### src/rtl/controller_data_ram_arbiter.sv
// Purpose: shares port 2 of the 2048x32 controller data RAM between two Avalon-MM requesters (A, B) using round-robin arbitration with an optional timed lock.
// Latency: a grant is combinational, so waitrequest drops in the request cycle; readdatavalid follows one cycle after a read is accepted.
// Backpressure: the losing or locked-out requester sees waitrequest=1 and must hold its request; full throughput, one transfer per cycle.
module controller_data_ram_arbiter #(
   parameter int ADDR_W   = 11,
   parameter int DATA_W   = 32,
   parameter int LOCK_MAX = 16
) (
   input  logic                  clk,
   input  logic                  reset_n,
   // requester A
   input  logic [ADDR_W-1:0]     a_address,
   input  logic [DATA_W/8-1:0]   a_byteenable,
   input  logic                  a_read,
   input  logic                  a_write,
   input  logic [DATA_W-1:0]     a_writedata,
   input  logic                  a_lock,
   output logic                  a_waitrequest,
   output logic [DATA_W-1:0]     a_readdata,
   output logic                  a_readdatavalid,
   // requester B
   input  logic [ADDR_W-1:0]     b_address,
   input  logic [DATA_W/8-1:0]   b_byteenable,
   input  logic                  b_read,
   input  logic                  b_write,
   input  logic [DATA_W-1:0]     b_writedata,
   input  logic                  b_lock,
   output logic                  b_waitrequest,
   output logic [DATA_W-1:0]     b_readdata,
   output logic                  b_readdatavalid,
   // RAM port 2
   output logic [ADDR_W-1:0]     ram_address,
   output logic [DATA_W/8-1:0]   ram_byteenable,
   output logic [DATA_W-1:0]     ram_writedata,
   output logic                  ram_chipselect,
   output logic                  ram_write,
   output logic                  ram_clken,
   input  logic [DATA_W-1:0]     ram_readdata,
   // status
   output logic                  lock_timeout
);

   // The counter must reach LOCK_MAX-1; a zero LOCK_MAX disables the timeout
   // but a one-bit counter is kept so the declarations stay legal.
   localparam int               CNT_W      = (LOCK_MAX > 0) ? $clog2(LOCK_MAX + 1) : 1;
   localparam bit               TIMEOUT_EN = (LOCK_MAX > 0);
   localparam logic [CNT_W-1:0] CNT_LAST   = (LOCK_MAX > 0) ? CNT_W'(LOCK_MAX - 1) : '0;

   // Requester identifiers used for last_grant / rd_owner / mux select
   localparam logic SEL_A = 1'b0;
   localparam logic SEL_B = 1'b1;

   typedef enum logic [1:0] {
      ST_IDLE  = 2'd0,
      ST_OWN_A = 2'd1,
      ST_OWN_B = 2'd2
   } state_t;

   state_t            r_state;
   state_t            w_next_state;
   logic              r_last_grant;
   logic [CNT_W-1:0]  r_lock_cnt;
   logic              r_rd_pend;
   logic              r_rd_owner;

   logic              w_req_a;
   logic              w_req_b;
   logic              w_grant_a;
   logic              w_grant_b;
   logic              w_accept;
   logic              w_sel;
   logic              w_sel_read;
   logic              w_sel_write;
   logic              w_sel_lock;
   logic              w_acc_rd;
   logic              w_acc_wr;
   logic              w_timeout;

   assign w_req_a = a_read | a_write;
   assign w_req_b = b_read | b_write;

   // Grant selection: round-robin when unlocked, owner-only when locked, nothing during reset
   always_comb begin
      w_grant_a = 1'b0;
      w_grant_b = 1'b0;
      if (reset_n) begin
         case (r_state)
            ST_IDLE: begin
               if (w_req_a && w_req_b) begin
                  // Tie goes to whoever was not served last
                  if (r_last_grant == SEL_B) begin
                     w_grant_a = 1'b1;
                  end else begin
                     w_grant_b = 1'b1;
                  end
               end else begin
                  w_grant_a = w_req_a;
                  w_grant_b = w_req_b;
               end
            end
            ST_OWN_A: w_grant_a = w_req_a;
            ST_OWN_B: w_grant_b = w_req_b;
            default: begin
               w_grant_a = 1'b0;
               w_grant_b = 1'b0;
            end
         endcase
      end
   end

   // Winner-side view of the request; read+write together counts as a write only
   always_comb begin
      w_accept    = w_grant_a | w_grant_b;
      w_sel       = w_grant_b ? SEL_B : SEL_A;
      w_sel_read  = (w_sel == SEL_B) ? b_read  : a_read;
      w_sel_write = (w_sel == SEL_B) ? b_write : a_write;
      w_sel_lock  = (w_sel == SEL_B) ? b_lock  : a_lock;
      w_acc_wr    = w_accept & w_sel_write;
      w_acc_rd    = w_accept & w_sel_read & ~w_sel_write;
      // Force-release fires in the last allowed owned cycle; that cycle's transfer still goes through
      w_timeout   = TIMEOUT_EN && reset_n && (r_state != ST_IDLE) && (r_lock_cnt == CNT_LAST);
   end

   // Lock FSM state register
   always_ff @(posedge clk) begin
      if (!reset_n) begin
         r_state <= ST_IDLE;
      end else begin
         r_state <= w_next_state;
      end
   end

   // Lock FSM next state
   always_comb begin
      w_next_state = r_state;
      case (r_state)
         ST_IDLE: begin
            if (w_accept && w_sel_lock) begin
               w_next_state = (w_sel == SEL_B) ? ST_OWN_B : ST_OWN_A;
            end
         end
         ST_OWN_A: begin
            // The owner always wins while requesting, so dropping lock releases
            // whether or not a transfer happens this cycle.
            if (w_timeout || !a_lock) begin
               w_next_state = ST_IDLE;
            end
         end
         ST_OWN_B: begin
            if (w_timeout || !b_lock) begin
               w_next_state = ST_IDLE;
            end
         end
         default: w_next_state = ST_IDLE;
      endcase
   end

   // Lock FSM / datapath outputs
   always_comb begin
      a_waitrequest   = ~w_grant_a;
      b_waitrequest   = ~w_grant_b;
      ram_address     = (w_sel == SEL_B) ? b_address    : a_address;
      ram_byteenable  = (w_sel == SEL_B) ? b_byteenable : a_byteenable;
      ram_writedata   = (w_sel == SEL_B) ? b_writedata  : a_writedata;
      ram_chipselect  = w_accept;
      ram_write       = w_acc_wr;
      ram_clken       = 1'b1;
      lock_timeout    = w_timeout;
      // Gated by reset_n so a reset right after an accept swallows the response
      a_readdatavalid = reset_n & r_rd_pend & (r_rd_owner == SEL_A);
      b_readdatavalid = reset_n & r_rd_pend & (r_rd_owner == SEL_B);
      a_readdata      = ram_readdata;
      b_readdata      = ram_readdata;
   end

   // Round-robin history; a force-release charges the turn to the old owner so the other side wins the next tie
   always_ff @(posedge clk) begin
      if (!reset_n) begin
         r_last_grant <= SEL_B;
      end else if (w_timeout) begin
         r_last_grant <= (r_state == ST_OWN_B) ? SEL_B : SEL_A;
      end else if (w_accept) begin
         r_last_grant <= w_sel;
      end
   end

   // Lock-hold counter: held at zero outside ownership so it starts from zero on entry
   always_ff @(posedge clk) begin
      if (!reset_n) begin
         r_lock_cnt <= '0;
      end else if (r_state == ST_IDLE) begin
         r_lock_cnt <= '0;
      end else if (TIMEOUT_EN) begin
         r_lock_cnt <= r_lock_cnt + CNT_W'(1);
      end
   end

   // Read response tracking: one pending read at most, matching the RAM's one-cycle latency
   always_ff @(posedge clk) begin
      if (!reset_n) begin
         r_rd_pend  <= 1'b0;
         r_rd_owner <= SEL_A;
      end else begin
         r_rd_pend <= w_acc_rd;
         if (w_acc_rd) begin
            r_rd_owner <= w_sel;
         end
      end
   end

endmodule

### config.mk
export PLATFORM = sky130hd
export DESIGN_NAME = controller_data_ram_arbiter
export DESIGN_NICKNAME = d
export VERILOG_FILES = /design/src/rtl/controller_data_ram_arbiter.sv
export SDC_FILE = /design/constraint.sdc
export NUM_CORES = 1
export LEC_CHECK = 0
export BUFFER_PORTS_ARGS = -buffer_cell sky130_fd_sc_hd__buf_2
export CORE_AREA = 2 2 99 101
export DETAILED_ROUTE_END_ITERATION = 12
export DIE_AREA = 0 0 101 103
export GPL_TIMING_DRIVEN = 0
export SETUP_SLACK_MARGIN = 0.2
export SYNTH_ARGS = -nofsm -noshare
export SYNTH_HDL_FRONTEND = slang
export SYNTH_SLANG_ARGS = --single-unit
### constraint.sdc
create_clock -name clk -period 1.9 [get_ports clk]
set_input_delay 0 -clock clk [delete_from_list [all_inputs] [get_ports clk]]
set_output_delay 0 -clock clk [all_outputs]
set_load 0.03 [all_outputs]
Word-level counts from Yosys, hierarchy flattened --
Index checks and enable logic that the tools add are counted.
Operators by class: $add $sub $neg 1, equality and inequality tests 6, mux-type cells 23, bitwise operators 14, reduce and logical (&&, ||, !) cells 13
Operator list (count):
- $mux W32 | 1
- $mux W1 | 13
- $mux W11 | 1
- $mux W2 | 4
- $and A1 B1 Y1 | 6
- $ne A2 B2 Y1 const B | 3
- $pmux W2 S3 | 1
- $add A5 B1 Y5 const B | 1
- $eq A5 B4 Y1 const B | 1
- $not A1 Y1 | 5
- $logic_and A1 B1 Y1 | 4
- $mux W4 | 1
- $pmux W1 S2 | 2
- $reduce_bool A2 Y1 | 2
- $or A1 B1 Y1 | 3
- $reduce_and A3 Y1 | 1
- $eq A2 B1 Y1 const B | 1
- $eq A2 B2 Y1 const B | 1
- $logic_not A1 Y1 | 2
- $logic_not A2 Y1 | 1
- $logic_or A1 B1 Y1 | 2
- $reduce_or A2 Y1 | 1
Word-level totals: bits in registers 10, bits of input ports 134, output and inout bits 119, logic and storage cells 62

Longest topological paths before layout --
depth in word-level cells 10, depth in mapped cells 6, depth with buffers taken out 6

Worst setup path after synthesis --
Ideal clock, no wire load.
path kind reg-to-output, start reg r_last_grant, end out ram_writedata[25], arrival 1580 ps, required time 1900 ps, path slack 320 ps, stages on the path, launching flop included 5, path buffers 1, cells stage by stage dfxtp_1 inv_1 o311ai_4 buf_6 mux2_1
On the way: word-level cells in the longest chain between the ends 6
Ends and longest elaborated chain:
- from (decl) | RTL line 61 | logic r_last_grant;
- from (signal assigned) | RTL line 181 | r_last_grant <= (r_state == ST_OWN_B) ? SEL_B : SEL_A;
- from (signal assigned) | RTL line 183 | r_last_grant <= w_sel;
- $mux W1 | RTL line 91 | if (r_last_grant == SEL_B) begin
- $mux W1 | RTL line 89 | if (w_req_a && w_req_b) begin
- $pmux W1 S2 | RTL line 87 | case (r_state)
- $mux W1 | RTL line 86 | if (reset_n) begin
- $mux W1 | RTL line 114 | w_sel = w_grant_b ? SEL_B : SEL_A;
- $mux W32 | RTL line 164 | ram_writedata = (w_sel == SEL_B) ? b_writedata : a_writedata;
- to (decl) | RTL line 34 | output logic [DATA_W-1:0] ram_writedata,
Every way passes these cells.

Final worst setup path --
start reg r_last_grant, end out ram_address[6]
On the way: word-level cells in the longest chain between the ends 6
Ends and longest elaborated chain:
- $mux W1 | RTL line 91
- $mux W1 | RTL line 89
- $pmux W1 S2 | RTL line 87
- $mux W1 | RTL line 86
- $mux W1 | RTL line 114
- $mux W11 | RTL line 162 | ram_address = (w_sel == SEL_B) ? b_address : a_address;
- to (decl) | RTL line 32 | output logic [ADDR_W-1:0] ram_address,
Every way passes these cells.

==> insert_results.sql <==
INSERT INTO impl_metrics (metric_group, metric, value, unit) VALUES
('job', 'maxCapViolCount', '0', ''),
('worst_setup_path', 'critical_path_start_end_classification', 'flip-flop to output port', ''),
('cts', 'cts_buffer_depth', '2', ''),
('floorplan', 'io-pin-count', '253', ''),
('worst_hold_path', 'timing.hold.worst.class', 'input port to flip-flop', ''),
('cts', 'cts_tree', 'done', ''),
('worst_setup_path', 'setup.worst_path.end_class', 'output port', ''),
('synth', 'postSynthCellCount', '176', ''),
('synth', 'synth.yosys.warnings', '0', ''),
('worst_setup_path', 'list_of_cells_traversed_by_the_critical_path', 'inv_2, o311ai_4, buf_6, buf_8, mux2_2, buf_4', ''),
('cells_and_area', 'syn2layout_area_growth', '105.4', '%'),
('worst_setup_path', 'critical-path-slowest-cell', 'sky130_fd_sc_hd__dfxtp_2', ''),
('placement', 'pre_cts_ws', '0.05343', 'ns'),
('timing', 'finalSetupViolCount', '0', ''),
('worst_setup_path', 'start_kind', 'flip-flop', ''),
('timing', 'setup_tns', '0', 'ns'),
('synth', 'synth_nets', '312', ''),
('synth', 'synth_sequential_area_ratio', '12.79', '%'),
('global_routing', 'grt-ovfl-total', '0', ''),
('power', 'power_switching_share', '42.98', '%'),
('power', 'clock_power_share', '13.9', '%'),
('floorplan', 'die_width', '101', 'um'),
('cts', 'cts_num_sinks', '10', ''),
('global_routing', 'grt_pass1_wl', '7389', 'um'),
('synth', 'ys_dominant_reg_cell', 'sky130_fd_sc_hd__dfxtp_1', ''),
('timing', 'achievable-frequency', '0.5724', 'GHz'),
('cts', 'clkSlewWorstSetupHoldPaths', '0.04', 'ns'),
('worst_setup_path', 'worst-endpoint-required', '1.90', 'ns'),
('floorplan', 'coreArea', '0.009459', 'mm2'),
('cells_and_area', 'final_net_count', '548', ''),
('synth', 'yosysTopAreaCell', 'sky130_fd_sc_hd__buf_4', ''),
('route', 'drc_errors', '0', ''),
('power', 'static-leakage-power', '1.789', 'nW'),
('timing', 'post-route-worst-setup-slack', '0.1530', 'ns'),
('status', 'status', 'completed', ''),
('global_routing', 'antenna_found_initial', '0', ''),
('synth', 'share_of_synthesized_flip_flops_with_an_asynchronous_set_or_reset', '0', '%'),
('cts', 'clock_tree.htree_level_count', '1', ''),
('power', 'ir_drop', '209.2', 'uV'),
('route', 'routed-via-count', '1986', ''),
('synth', 'yosys_register_bits', '10', ''),
('timing', 'min_period', '1.747', 'ns'),
('power', 'power.density_cell_area', '466.9', 'mW/mm2'),
('cts', 'buffer_cell_driving_the_clock_tree_root', 'sky130_fd_sc_hd__clkbuf_8', ''),
('synth', 'netlist_top_cells_area', 'sky130_fd_sc_hd__buf_4 31%, sky130_fd_sc_hd__mux2_2 31%, sky130_fd_sc_hd__dfxtp_1 13%', ''),
('floorplan', 'core.rowCount', '36', ''),
('synth', 'netlist_cell_types', '30', ''),
('placement', 'globalplace.congestion', '0.6993', ''),
('route', 'wl_per_cell', '11.77', 'um'),
('floorplan', 'die-height', '103', 'um'),
('route', 'detail_route.vias_per_cell', '3.790', ''),
('worst_setup_path', 'critical-path-max-stage-delay', '0.34', 'ns'),
('synth', 'synth_common_cells', '65 x sky130_fd_sc_hd__buf_4, 43 x sky130_fd_sc_hd__mux2_2, 10 x sky130_fd_sc_hd__dfxtp_1, 10 x sky130_fd_sc_hd__nor2_1, 9 x sky130_fd_sc_hd__inv_1', ''),
('synth', 'yosysTopAreaCellShare', '31.18', '%'),
('timing', 'rsz0062_at_grt', 'true', ''),
('route', 'drt_iter0_markers', '17', ''),
('worst_setup_path', 'arrival', '1.75', 'ns'),
('power', 'seq_power_share', '15.0', '%'),
('synth', 'synth.cell_area', '0.001565', 'mm2'),
('timing', 'fin_crit_sh', '91.95', '%'),
('timing', 'clock_skew', '0.0009337', 'ns'),
('worst_setup_path', 'cpLargestDelayFamily', 'buffers and inverters', ''),
('power', 'p_switching', '0.0006450', 'W'),
('global_routing', 'grt_max_degree', '11', ''),
('worst_setup_path', 'crit_buf_inv', '4', ''),
('placement', 'hpwl', '5225', 'um'),
('power', 'internal-power', '0.0008557', 'W'),
('cts', 'worst_skew_pair.late_latency', '0.23', 'ns'),
('synth', 'number_of_synthesized_flops_with_an_enable_pin', '0', ''),
('cells_and_area', 'diodes', '0', ''),
('route', 'wl', '6170', 'um');
flip-flops by register name, summed over array words and instances (netlist names):
register      flops
r_rd_owner        1
r_rd_pend         1
r_lock_cnt        5
r_state           2
r_last_grant      1
logic make-up after synthesis:
logic type | count (synthesis) | share of synthesized area (%)
compound gates | 12 | 6.794
xor+xnor | 2 | 1.119
fa+ha+maj | 2 | 1.598
buf+inv | 79 | 36.93
flops | 10 | 12.79
mux | 47 | 33.81
other cells | 1 | 0.2396
simple gates | 23 | 6.716
per-stage QoR:
| step | instance area [um2] | utilization [%] | total power [W] | hold WS [ns] | instances |
|---|---|---|---|---|---|
| after floorplan | 1565 | - | 0.0008753 | 0.07395 | 176 |
| after global placement | 2804 | 29.64 | 0.001150 | 0.2191 | 509 |
| after detailed placement | 2804 | 29.64 | 0.001156 | 0.2172 | 509 |
| after CTS | 3163 | 33.44 | 0.001496 | 0.004792 | 522 |
| after global routing | 3214 | 33.98 | 0.001585 | 0.01523 | 524 |
| final | 3214 | 33.98 | 0.001501 | 0.006177 | 524 |
path summary, 6_finish.rpt:
kind | from | to | slack, ns | depth (start not counted)
max | r_last_grant$_SDFFE_PN1P_ | ram_address[6] | 0.15 | 6
min | reset_n | r_last_grant$_SDFFE_PN1P_ | 0.006 | 2
max reg2reg | r_state[0]$_SDFFE_PN0P_ | r_rd_owner$_SDFFE_PN0P_ | 0.43 | 6
min reg2reg | r_lock_cnt[0]$_SDFF_PP0_ | r_lock_cnt[0]$_SDFF_PP0_ | 0.45 | 1
final cells by class:
class                      instances  area, um2  area share [%]
multi-input combinational         87      833.3           25.92
sequential                        10      203.9           6.345
inverter                           9      33.78           1.051
timing repair buffer             231       1396           43.44
clock buffer                       3      41.29           1.285
tap                              114      142.6           4.438
buffer                            70      563.0           17.52
power groups by stage:
stage | Combinational (W) | Sequential [W] | Clock (W)
global placement | 0.000923 | 0.000228 | 0
global route | 0.00113 | 0.000225 | 0.000235
finish | 0.00107 | 0.000224 | 0.000209
detailed placement | 0.000928 | 0.000228 | 0
floorplan | 0.000649 | 0.000227 | 0
CTS | 0.00106 | 0.000224 | 0.000217
cell usage in the layout, fill, tap and decap left out, types with 2 or more instances in the layout:
cell type / instances
sky130_fd_sc_hd__buf_2: 171
sky130_fd_sc_hd__buf_4: 100
sky130_fd_sc_hd__mux2_2: 40
sky130_fd_sc_hd__buf_6: 22
sky130_fd_sc_hd__nor2_1: 10
sky130_fd_sc_hd__inv_1: 8
sky130_fd_sc_hd__mux2_4: 7
sky130_fd_sc_hd__dfxtp_1: 7
sky130_fd_sc_hd__buf_8: 5
sky130_fd_sc_hd__nand2_1: 5
sky130_fd_sc_hd__clkbuf_8: 3
sky130_fd_sc_hd__dlygate4sd3_1: 3
sky130_fd_sc_hd__dfxtp_2: 3
sky130_fd_sc_hd__nand3_1: 2
sky130_fd_sc_hd__ha_1: 2
timing repair:
action / 4_1_cts / 5_1_grt
endpoints found under the hold margin: 2 / 0
buffers inserted: 7 / 2
endpoints found under the setup margin: 50 / 48
resized for setup: 82 / 9
hold buffers: 3 / 0
pin swaps: 1 / 1
metal layers:
| layer | share of wire (%) | track usage (%) |
|---|---|---|
| met1 | 37 | 10.92 |
| met2 | 55 | 16.87 |
| met3 | 7.1 | 1.017 |
| met4 | 0.68 | 2.183 |
| met5 | 0 | 0 |
(Power assumes the default switching activity.)
